==> config.mk <==
export PLATFORM = sky130hd
export DESIGN_NAME = disparity_sequencer
export DESIGN_NICKNAME = d
export VERILOG_FILES = /design/src/rtl/disparity_sequencer.sv
export SDC_FILE = /design/constraint.sdc
export NUM_CORES = 1
export LEC_CHECK = 0
export ABC_AREA = 1
export CORE_ASPECT_RATIO = 0.75
export CORE_MARGIN = 3
export CORE_UTILIZATION = 39
export CTS_CLUSTER_SIZE = 10
export DETAILED_ROUTE_END_ITERATION = 8
export DONT_BUFFER_PORTS = 1
export SLEW_MARGIN = 20
export SYNTH_ARGS = -nofsm -noshare
export SYNTH_HDL_FRONTEND = slang
export SYNTH_SLANG_ARGS = --single-unit
export TNS_END_PERCENT = 20
==> constraint.sdc <==
create_clock -name clk -period 2.6 [get_ports clk]
set_clock_uncertainty 0.1 [all_clocks]
set_input_delay 0.39 -clock clk [delete_from_list [all_inputs] [get_ports clk]]
set_output_delay 0.39 -clock clk [all_outputs]
set_load 0.05 [all_outputs]
==> src/rtl/disparity_sequencer.sv <==
// Frame-level controller that streams the left and then the right camera frame into the disparity engine.
// Optional compute watchdog: define DISP_SEQ_WATCHDOG_EN.
module disparity_sequencer #(
  parameter int unsigned WIDTH     = 250,
  parameter int unsigned HEIGHT    = 125,
  parameter int unsigned TIMEOUT_W = 24,
  parameter int unsigned GAP       = 4
) (
  input  logic       clk,
  input  logic       reset,
  input  logic       run,
  input  logic       clear_err,
  input  logic       left_ready,
  input  logic       right_ready,
  input  logic [7:0] left_data,
  input  logic [7:0] right_data,
  output logic       left_rd,
  output logic       right_rd,
  input  logic       disp_image_sel,
  input  logic       disp_idle,
  input  logic [2:0] disp_state,
  output logic       disp_enable,
  output logic [7:0] image_data,
  output logic       buffer_ready,
  output logic       busy,
  output logic       frame_done,
  output logic [7:0] frame_count,
  output logic       error
);
  localparam logic [15:0]       TOTAL    = 16'(2 * WIDTH * HEIGHT);
  localparam logic [2:0]        ENG_READ = 3'b001;
  localparam int unsigned       GAP_CW   = (GAP > 1) ? $clog2(GAP) : 1;
  localparam logic [GAP_CW-1:0] GAP_LAST = GAP_CW'(GAP - 1);

  typedef enum logic [2:0] {
    S_IDLE,
    S_WAIT_BUF,
    S_LAUNCH,
    S_STREAM,
    S_COMPUTE,
    S_DONE,
    S_GAP_WAIT,
    S_ERROR
  } state_t;

  state_t            state_q, state_d;
  logic [15:0]       pix_cnt_q, pix_cnt_d;
  logic              reading_q, reading_d;
  logic [GAP_CW-1:0] gap_cnt_q, gap_cnt_d;
  logic [7:0]        frame_count_q, frame_count_d;
  logic              disp_enable_q, disp_enable_d;
  logic              busy_q, busy_d;
  logic              frame_done_q, frame_done_d;
  logic              error_q, error_d;
  logic              buffer_ready_q, buffer_ready_d;
`ifdef DISP_SEQ_WATCHDOG_EN
  logic [TIMEOUT_W-1:0] wd_cnt_q, wd_cnt_d;
`endif

  logic rd;
  logic sel_ready;

  // Pop strobes and pixel mux are combinational so the engine samples pixel k on the edge that pops it.
  always_comb begin
    rd         = (state_q == S_STREAM) && (disp_state == ENG_READ) && (pix_cnt_q < TOTAL);
    left_rd    = rd & ~disp_image_sel;
    right_rd   = rd & disp_image_sel;
    image_data = (state_q == S_STREAM) ? (disp_image_sel ? right_data : left_data) : '0;
    sel_ready  = disp_image_sel ? right_ready : left_ready;
  end

  always_comb begin
    state_d       = state_q;
    pix_cnt_d     = pix_cnt_q;
    reading_d     = reading_q;
    gap_cnt_d     = gap_cnt_q;
    frame_count_d = frame_count_q;
`ifdef DISP_SEQ_WATCHDOG_EN
    wd_cnt_d      = wd_cnt_q;
`endif
    unique case (state_q)
      S_IDLE: begin
        if (run) state_d = S_WAIT_BUF;
      end
      S_WAIT_BUF: begin
        if (!run) state_d = S_IDLE;
        else if (left_ready && right_ready && disp_idle) state_d = S_LAUNCH;
      end
      S_LAUNCH: begin
        pix_cnt_d = '0;
        reading_d = 1'b0;
        state_d   = S_STREAM;
      end
      S_STREAM: begin
        if (rd) pix_cnt_d = pix_cnt_q + 16'd1;
        if (disp_state == ENG_READ) reading_d = 1'b1;
        // The engine enters READ one cycle after enable, so only a departure after READ was seen ends the stream.
        if (rd && !sel_ready) begin
          state_d = S_ERROR;
        end else if (reading_q && (disp_state != ENG_READ)) begin
          if (pix_cnt_q == TOTAL) begin
            state_d = S_COMPUTE;
`ifdef DISP_SEQ_WATCHDOG_EN
            wd_cnt_d = '0;
`endif
          end else begin
            state_d = S_ERROR;
          end
        end
      end
      S_COMPUTE: begin
`ifdef DISP_SEQ_WATCHDOG_EN
        wd_cnt_d = wd_cnt_q + TIMEOUT_W'(1);
`endif
        if (disp_idle) state_d = S_DONE;
`ifdef DISP_SEQ_WATCHDOG_EN
        else if (wd_cnt_d == '1) state_d = S_ERROR;
`endif
      end
      S_DONE: begin
        frame_count_d = frame_count_q + 8'd1;
        gap_cnt_d     = '0;
        state_d       = S_GAP_WAIT;
      end
      S_GAP_WAIT: begin
        if (gap_cnt_q == GAP_LAST) state_d = run ? S_WAIT_BUF : S_IDLE;
        else gap_cnt_d = gap_cnt_q + GAP_CW'(1);
      end
      S_ERROR: begin
        if (clear_err) state_d = S_IDLE;
      end
      default: state_d = S_IDLE;
    endcase
  end

  always_comb begin
    disp_enable_d  = (state_d == S_LAUNCH);
    busy_d         = (state_d != S_IDLE) && (state_d != S_ERROR);
    frame_done_d   = (state_d == S_DONE);
    error_d        = (state_d == S_ERROR);
    buffer_ready_d = (state_q == S_WAIT_BUF) && left_ready && right_ready;
  end

  always_ff @(posedge clk or posedge reset) begin
    if (reset) begin
      state_q        <= S_IDLE;
      pix_cnt_q      <= '0;
      reading_q      <= 1'b0;
      gap_cnt_q      <= '0;
      frame_count_q  <= '0;
      disp_enable_q  <= 1'b0;
      busy_q         <= 1'b0;
      frame_done_q   <= 1'b0;
      error_q        <= 1'b0;
      buffer_ready_q <= 1'b0;
`ifdef DISP_SEQ_WATCHDOG_EN
      wd_cnt_q       <= '0;
`endif
    end else begin
      state_q        <= state_d;
      pix_cnt_q      <= pix_cnt_d;
      reading_q      <= reading_d;
      gap_cnt_q      <= gap_cnt_d;
      frame_count_q  <= frame_count_d;
      disp_enable_q  <= disp_enable_d;
      busy_q         <= busy_d;
      frame_done_q   <= frame_done_d;
      error_q        <= error_d;
      buffer_ready_q <= buffer_ready_d;
`ifdef DISP_SEQ_WATCHDOG_EN
      wd_cnt_q       <= wd_cnt_d;
`endif
    end
  end

  assign disp_enable  = disp_enable_q;
  assign busy         = busy_q;
  assign frame_done   = frame_done_q;
  assign error        = error_q;
  assign buffer_ready = buffer_ready_q;
  assign frame_count  = frame_count_q;

endmodule

# == Word level (Yosys, flattened, before mapping) ==
# Cells that the tools add are included.
# Widths: inputs -> output; s select.
# word_totals
ff_bits,35
inputBits,27
out_inout_bits,23
word_cells,72
# op_classes
n_addsub,3
magnitude_cmp,1
n_eq_ne,18
mux,20
bitwise_logic,3
n_reduce_logical,17
# ops
cell,count
$pmux 16 s2,1
$mux 3,8
$pmux 3 s8,1
$eq 3x3->1 const B,6
$add 16x1->16 const B,1
$eq 16x16->1 const B,1
$lt 16x16->1 const B,1
$mux 16,1
$mux 8,2
$eq 3x2->1 const B,3
$logic_and 1x1->1,9
$add 8x1->8 const B,1
$eq 3x1->1 const B,2
$reduce_and 2->1,3
$mux 2,2
$ne 2x2->1 const B,2
$pmux 2 s2,1
$reduce_bool 2->1,2
$logic_not 3->1,1
$mux 1,3
$ne 3x1->1 const B,1
$ne 3x3->1 const B,1
$reduce_bool 3->1,1
$add 2x1->2 const B,1
6 further kinds,7

# == Logic depth before layout (Yosys ltp) ==
# Gate-level depths: netlist (run 1).
# logic_depth
word_depth,8
depth_mapped,12
mapped_depth_nobuf,12

# == Worst setup path before layout (run 1) ==
# OpenSTA, ideal clock, no wires.
# synth_path
path_type,input to output
start,input disp_state[1]
end,output left_rd
t_arrival_ns,1.548
required_ns,2.110
path_slack_ns,0.562
stages,4
n_path_buf,0
path_cell_list,nand3b_1 > nor2_4 > nand3_4 > nor2_1
# synth_via
elab_chain_len,4
# synth_rtl
item,line,text
start: declaration,21,"input logic [2:0] disp_state,"
$eq 3x1->1,65,rd = (state_q == S_STREAM) && (disp_state == ENG_READ) && (pix_cnt_q < TOTAL);
$logic_and 1x1->1 (2 in series),65,
$and 1x1->1,66,left_rd = rd & ~disp_image_sel;
end: declaration,17,"output logic left_rd,"
# Every way passes these cells.

# == Worst setup path in the final report (run 1) ==
# layout_path
start,register state_q[1]
end,output image_data[5]
# layout_via
elab_chain_len,2
# layout_rtl
item,line,text
start: declaration,46,"state_t state_q, state_d;"
start signal: assignment,160,state_q <= state_d;
$eq 3x2->1,68,image_data = (state_q == S_STREAM) ? (disp_image_sel ? right_data : left_data) : '0;
$mux 8,68,
end: declaration,23,"output logic [7:0] image_data,"
# Every way passes these cells.

==> results of run 1 <==
-- power by group through the flow --
stage / combinational, W / clock [W] / sequential [W]
finish: 0.000573 / 0.000512 / 0.000889
global route: 0.000650 / 0.000555 / 0.000908
CTS: 0.000576 / 0.000525 / 0.000892
detailed placement: 0.000573 / 0 / 0.000904
global placement: 0.000571 / 0 / 0.000899
floorplan: 0.000533 / 0 / 0.000869
-- routing by layer --
metal  GRT usage  part of all wire  up-vias
li1            -                 -     1003
met1       0.240              0.53      873
met2       0.221              0.39       75
met3      0.0477             0.077        4
met4      0.0240            0.0055        0
met5           0                 0        -
-- area by class of cell --
| type | instances | area share |
|---|---|---|
| clock inverter | 2 | 0.0142 |
| clock buffer | 6 | 0.0335 |
| tap | 75 | 0.0381 |
| inverter | 43 | 0.0655 |
| sequential | 35 | 0.356 |
| timing repair buffer | 3 | 0.0142 |
| multi-input combinational | 231 | 0.479 |
-- how the worst min path moves through the flow --
stage / start / endpoint / cells past startpoint
5_1_grt: reset / pix_cnt_q[15] / 1
6_report: reset / pix_cnt_q[15] / 1
3_5_place_dp: reset / error / 1
2_1_floorplan: reading_q / reading_q / 2
4_1_cts: reset / error / 1
3_3_place_gp: reset / pix_cnt_q[9] / 1
-- registers in the layout, indices dropped and copies added, names as in the netlist --
| name | count |
|---|---|
| gap_cnt_q | 2 |
| error | 1 |
| disp_enable | 1 |
| pix_cnt_q | 16 |
| buffer_ready | 1 |
| frame_done | 1 |
| busy | 1 |
| reading_q | 1 |
| state_q | 3 |
| frame_count | 8 |
-- cell families after synthesis --
family	after synthesis	share of synthesized area
AND/OR/NAND/NOR	189	0.384
buffers and inverters	49	0.0978
flip-flops	35	0.385
AO/OA/AOI/OAI	26	0.0643
XOR/XNOR	11	0.0423
adder cells (fa/ha/maj)	4	0.0220
multiplexers	1	0.00494
-- worst register-to-register path: cells and delay by family, from the launching register on --
kind,cells,cell delay [ns]
simple gates,5,0.67
flops,1,0.49
buf+inv,2,0.46
compound gates,1,0.12
-- through the flow --
step	cells	cell area, µm²	hold slack, ns	setup slack, ns	total power (W)
finish	395	2460	0.0336	0.249	0.00197
global route	395	2460	0.0913	0.0543	0.00211
CTS	395	2460	0.0662	0.234	0.00199
detailed placement	387	2340	0.375	0.543	0.00148
global placement	387	2340	0.365	0.596	0.00147
floorplan	315	2280	0.353	0.562	0.00140
-- placed cells by master, fill, tap and decap left out, types with 4 or more instances in the layout --
| cell | instances |
|---|---|
| a21oi_1 | 5 |
| ha_1 | 4 |
| nand2_2 | 7 |
| clkbuf_8 | 6 |
| o21ai_1 | 7 |
| inv_1 | 38 |
| dfrtp_1 | 35 |
| nor2_1 | 40 |
| o21ai_0 | 9 |
| nand2_1 | 92 |
| xor2_1 | 8 |
| nand3_1 | 23 |
| nand4_1 | 8 |
==> summary.txt, run 1 <==
Status - finished clean
Fin util - 0.448
Vias in the first global route - 1,750
Postcts setup bufs - 0
CP Capture Point - image_data[5]
Die Y - 72.2 µm
Area share of the largest cell type after synthesis - 0.385
CTS root buf - clkbuf_8
Synth area leaders - dfrtp_1 (38%), nand2_1 (15%), nor2_1 (6.6%), inv_1 (6.3%), nand3_1 (5.1%)
DR WL/cell - 12.3 µm
Initial antenna violation count - 0
P_leak - 1.24 nW
Port bufs - 0
Fmax - 425 MHz
Number of synthesized flops with an enable pin - 0
Max rail drop VDD - 0.000314 V
CP Max Fanout - 17
Internal power - 0.00111 W
Max_cap viols - 0
# rows - 23
Worst Hold Class - in -> async
H-tree Lvls - 2
Gr ovfl total - 0
Final hold vios - 0
Seq. cell area - 876 µm²
P_sw - 0.000863 W
Slew @ Worst Pin - 0.770 ns
# setup viols final - 0
Core area - 5500 µm²
Routed Antenna Nets - 0
Most numerous cell in the Yosys netlist - nand2_1
Final period utilization - 0.904
Post-synth cell types - 32
R2r endpoint - busy
Die area - 6800 µm²
Clock sink count - 35
Kind of critical path - reg -> out
Setup_tns - 0 ns
Min Tclk post-route - 2.35 ns
CP peak stage delay - 0.49 ns
Cts hold-fix bufs - 0
Ys flop type - dfrtp_1
DP Wirelength - 3770 µm
Worst setup SP type - flip-flop
Multi-input gate area - 1180 µm²
First-pass GRT wire length - 8380 µm
Total number of vias - 1,955
PostCTS Resize Cnt - 0
Synthesized instance count - 315
Share of power burned in registers - 0.450
IO Count - 50
# fillers - 541
Worst path required time - 2.11 ns
Placer Congestion - 0.868
Setup slack, reg-to-reg - 0.65 ns
Clock Path Buffers - 2
CTS tree - yes
Sw Ratio - 0.437
All-layer global routing usage - 0.157
Total routed wirelength - 4880 µm
Reg2reg start - state_q[1]
Clk network pwr share - 0.259
Cell Pwr Density - 802 nW/µm²
Antenna cells - 0
Worst Path Arrival - 1.86 ns
Post-Syn Nets - 346
Die width - 94.2 µm
Initial detailed-routing violation count - 86
Mean post-synth cell area - 7.23 µm²
YS warnings - 0
Worst slew margin - 0.486
Logic pwr share - 0.290
Area Overhead vs Synth - 8.13%
Share of synthesized registers carrying an async set or reset - 1.00
Critical Path Stages - 6
FF-to-FF path depth - 8
Layout net count - 350
Detailed Routing Iterations Pass 1 - 4
RSZ-0062 raised after global routing - false
Largest net degree at the start of global routing - 25
Crit path cell chain - nand2_2, inv_2, nand2_4, clkinv_1, nand2_1, inv_1
Mapped Area - 2280 µm²
CP top delay family - buffers and inverters
Vias per inst - 4.95
# DRC - 0
Synthesis-stage register bit count - 35
Share of layout cells above drive strength 1 - 0.122
Clk slew on worst S/H paths - 0.08 ns
Worst setup EP type - primary output
Commonest cells in the netlist - nand2_1 (92), nor2_1 (40), inv_1 (38), dfrtp_1 (35), nand3_1 (23)
Sequential share of the synthesized area - 0.385
Area leader, netlist - dfrtp_1
CTS Buf Count - 5
Critical-path top delay cell - dfrtp_1
Final Max Slew Viols - 0
Clk_lat worst skew - 0.28 ns
Initial core utilization - 0.414
Worst path bufs/invs - 3
Crit path launch - state_q[1]
(Power assumes the default switching activity.)
==> inputs of run 2 (changes only) <==
Settings changed: CAP_MARGIN from default to 20, GPL_TIMING_DRIVEN from default to 0.
==> summary.txt, run 2 (synthesis gave the netlist of run 1 again) <==
Final Max Slew Viols - 0
Slew @ Worst Pin - 0.755 ns
Final hold vios - 0
Largest net degree at the start of global routing - 36
CP Max Fanout - 10
H-tree Lvls - 2
First-pass GRT wire length - 8750 µm
Clock Path Buffers - 2
CP top delay family - buffers and inverters
Pre-CTS WS - 0.375 ns
Final period utilization - 0.899
DP Wirelength - 3890 µm
Commonest cells after routing, fill and taps aside - nand2_1 (92), nor2_1 (38), inv_1 (37), dfrtp_1 (35), nand3_1 (23)
Die Y - 72.2 µm
Gr ovfl total - 0
CP peak stage delay - 0.38 ns
Max rail drop VDD - 0.000353 V
Max_cap viols - 0
# rows - 23
P_leak - 1.25 nW
Max reg flops - 16
Core area - 5500 µm²
Status - finished clean
Clock sink count - 35
Worst path bufs/invs - 5
Initial antenna violation count - 0
Total number of vias - 1,983
Routed Antenna Nets - 0
# DRC - 0
Cell Pwr Density - 814 nW/µm²
Worst setup SP type - flip-flop
Commonest non-fill, non-tap cell in the layout - nand2_1
Cts hold-fix bufs - 0
CTS root buf - clkbuf_8
Placer Congestion - 0.813
Worst Path Arrival - 1.85 ns
DR WL/cell - 12.9 µm
CTS Buf Count - 5
Total routed wirelength - 5120 µm
PostCTS Resize Cnt - 0
Detailed Routing Iterations Pass 1 - 4
Share of layout cells above drive strength 1 - 0.139
Port bufs - 0
Vias per inst - 4.98
Crit path cell chain - buf_6, nand2_2, inv_2, nand2_4, clkinv_1, buf_2, nand2_1, inv_1
Min Tclk post-route - 2.34 ns
Setup slack, reg-to-reg - 0.83 ns
Clk_lat worst skew - 0.29 ns
All-layer global routing usage - 0.163
Initial detailed-routing violation count - 170
Vias in the first global route - 1,812
IO Count - 50
RSZ-0062 raised after global routing - false
# setup viols final - 0
Seq. cell area - 876 µm²
Die area - 6800 µm²
Fmax - 428 MHz
Clk slew on worst S/H paths - 0.08 ns
Postcts setup bufs - 0
Top reg by flops - pix_cnt_q
Setup_tns - 0 ns
Area Overhead vs Synth - 9.29%
Worst path required time - 2.11 ns
Worst Hold Class - in -> async
CTS tree - yes
Hold Slack - 0.00493 ns
Worst slew margin - 0.496
Initial core utilization - 0.414
Antenna cells - 0
Layout net count - 353
Critical-path top delay cell - dfrtp_1
Worst setup EP type - primary output
Kind of critical path - reg -> out
Die width - 94.2 µm
Final setup margin - 0.262 ns
Multi-input gate area - 1180 µm²
# fillers - 557
-- run 2: where the power goes --
group          internal [W]  switching (W)  total (W)
Sequential         0.000630       0.000246   0.000877
Clock              0.000286       0.000217   0.000503
Combinational      0.000212       0.000434   0.000646
-- run 2: layer usage --
metal / GRT usage / part of all wire / wire length, µm
met4: 0.0337 / 0.0070 / 36
met5: 0 / 0 / 0
met1: 0.258 / 0.50 / 2550
met2: 0.223 / 0.40 / 2060
met3: 0.0383 / 0.091 / 467
-- run 2: final cells by class --
cell class                 instances  share of cell area
multi-input combinational        231               0.476
sequential                        35               0.352
inverter                          43              0.0649
tap                               75              0.0377
clock buffer                       5              0.0277
buffer                             6              0.0246
clock inverter                     3              0.0176
-- run 2: path summary, 6_finish.rpt --
check                              from        endpoint  cells past startpoint
min reg2reg                   reading_q       reading_q                      2
max reg2reg                pix_cnt_q[6]    pix_cnt_q[7]                      8
min                               reset  frame_count[7]                      1
max                          state_q[1]   image_data[0]                      8
min in group clk             left_ready    buffer_ready                      2
max in group asynchronous         reset   pix_cnt_q[15]                      1
-- run 2: worst register-to-register path, stage by stage (launching register included) --
cell	delay, ns
dfrtp_1	0.44
nor2_1	0.19
nand2_1	0.08
inv_1	0.05
nand2_1	0.06
nand2_2	0.10
nand3_4	0.15
o21ai_0	0.35
a21oi_1	0.12
-- run 2: through the flow --
stage | instance area [µm²] | utilization | total power, W | instances
floorplan | 2280 | - | 0.00140 | 315
global placement | 2370 | 0.431 | 0.00153 | 390
detailed placement | 2370 | 0.431 | 0.00153 | 390
CTS | 2480 | 0.452 | 0.00204 | 398
global route | 2490 | 0.453 | 0.00217 | 398
finish | 2490 | 0.453 | 0.00203 | 398
==> inputs of run 3 (changes only) <==
Settings changed: DONT_BUFFER_PORTS 1 to default.
==> summary.txt, run 3 (synthesis gave the netlist of run 1 again) <==
Slew @ Worst Pin - 0.506 ns
Vias per inst - 4.81
Final hold vios - 0
Initial detailed-routing violation count - 116
Die area - 6800 µm²
Status - finished clean
Initial antenna violation count - 0
CTS tree - yes
Share of layout cells above drive strength 1 - 0.145
Internal power - 0.00115 W
Worst setup SP type - flip-flop
Initial core utilization - 0.414
Gr ovfl total - 0
Min Tclk post-route - 2.52 ns
Clock sink count - 35
Total number of vias - 2,154
# rows - 23
First-pass GRT wire length - 9630 µm
Largest net degree at the start of global routing - 20
Max rail drop VDD - 0.000237 V
Vias in the first global route - 2,001
Die width - 94.2 µm
Final instance area - 2930 µm²
DR WL/cell - 12.3 µm
Antenna cells - 0
Top reg by flops - pix_cnt_q
IO Count - 50
All-layer global routing usage - 0.181
Worst slew margin - 0.662
Worst path required time - 2.11 ns
Kind of critical path - reg -> out
Max_cap viols - 0
# fillers - 525
P_sw - 0.000922 W
Clk slew on worst S/H paths - 0.08 ns
Worst Path Arrival - 2.03 ns
Commonest non-fill, non-tap cell in the layout - nand2_1
Total routed wirelength - 5530 µm
CTS root buf - clkbuf_8
Commonest cells after routing, fill and taps aside - nand2_1 (92), nor2_1 (40), clkdlybuf4s50_1 (39), inv_1 (37), dfrtp_1 (35)
RSZ-0062 raised after global routing - true
Fin cells - 448
# setup viols final - 0
Final period utilization - 0.969
Die Y - 72.2 µm
Multi-input gate area - 1180 µm²
Core area - 5500 µm²
Area Overhead vs Synth - 28.8%
Logic pwr share - 0.461
Clk_lat worst skew - 0.29 ns
Placement Cell Area - 2890 µm²
Worst Hold Class - in -> async
Worst setup EP type - primary output
P_leak - 1.44 nW
CP Max Fanout - 10
H-tree Lvls - 2
Cts hold-fix bufs - 0
Sw Ratio - 0.444
Final Max Slew Viols - 0
PostCTS Resize Cnt - 11
Placed insts - 440
Routed Antenna Nets - 0
Detailed Routing Iterations Pass 1 - 4
Hold Slack - 0.311 ns
Clock Path Buffers - 2
CTS Buf Count - 5
Postcts setup bufs - 0
Placer Congestion - 0.887
Max reg flops - 16
Share of power burned in registers - 0.345
Cell Pwr Density - 707 nW/µm²
Critical-path top delay cell - clkdlybuf4s15_1
Crit path cell chain - inv_2, nand2_4, clkinv_2, buf_2, nand2_1, inv_1, clkdlybuf4s15_1
Fmax - 397 MHz
Clk network pwr share - 0.194
Port bufs - 49
DP Wirelength - 4210 µm
Layout net count - 403
Seq. cell area - 876 µm²
CP peak stage delay - 0.49 ns
# DRC - 0
run 3: area by class of cell:
class | count | share of cell area
Timing Repair Buffer | 50 | 0.161
Tap cell | 75 | 0.0320
Sequential cell | 35 | 0.299
Clock buffer | 5 | 0.0235
Multi-Input combinational cell | 231 | 0.402
Inverter | 43 | 0.0554
Buffer | 6 | 0.0209
Clock inverter | 3 | 0.00682
run 3: worst max-delay path: cells and delay by family (launching register included):
| family | cells | cell delay, ns |
|---|---|---|
| buffers and inverters | 5 | 1.10 |
| flip-flops | 1 | 0.44 |
| AND/OR/NAND/NOR | 2 | 0.19 |
run 3: power groups by stage:
stage / Clock (W) / Combinational [W] / Sequential [W]
after global placement: 0 / 0.000961 / 0.000725
after detailed placement: 0 / 0.000974 / 0.000726
final: 0.000402 / 0.000957 / 0.000717
after CTS: 0.000417 / 0.000966 / 0.000717
after floorplan: 0 / 0.000533 / 0.000869
after global routing: 0.000443 / 0.00107 / 0.000733
run 3: metrics by stage:
stage | utilization | total power [W] | TNS [ns] | setup slack, ns
floorplan | - | 0.00140 | 0 | 0.562
global placement | 0.521 | 0.00169 | -0.437 | -0.209
detailed placement | 0.526 | 0.00170 | -0.510 | -0.210
CTS | 0.540 | 0.00210 | 0 | 0.0213
global route | 0.534 | 0.00225 | -0.0527 | -0.0527
finish | 0.534 | 0.00208 | 0 | 0.0809
run 3: layer usage:
metal / up-vias / routed length [µm] / share of wire / GRT usage
li1: 1101 / - / - / -
met1: 964 / 2830 / 0.51 / 0.264
met2: 84 / 2210 / 0.40 / 0.256
met3: 5 / 418 / 0.076 / 0.0466
met4: 0 / 72 / 0.013 / 0.0689
met5: - / 0 / 0 / 0
run 3: path summary, 6_finish.rpt:
path	to	from	slack (ns)	depth (start not counted)
setup / recovery	image_data[6]	state_q[2]	0.08	7
hold / removal	frame_count[7]	reset	0.31	2
setup reg to reg	pix_cnt_q[11]	pix_cnt_q[6]	0.87	10
hold reg to reg	frame_count[7]	frame_count[7]	0.37	1
max in group asynchronous	pix_cnt_q[11]	reset	1.64	3
min in group clk	frame_count[7]	frame_count[7]	0.37	1
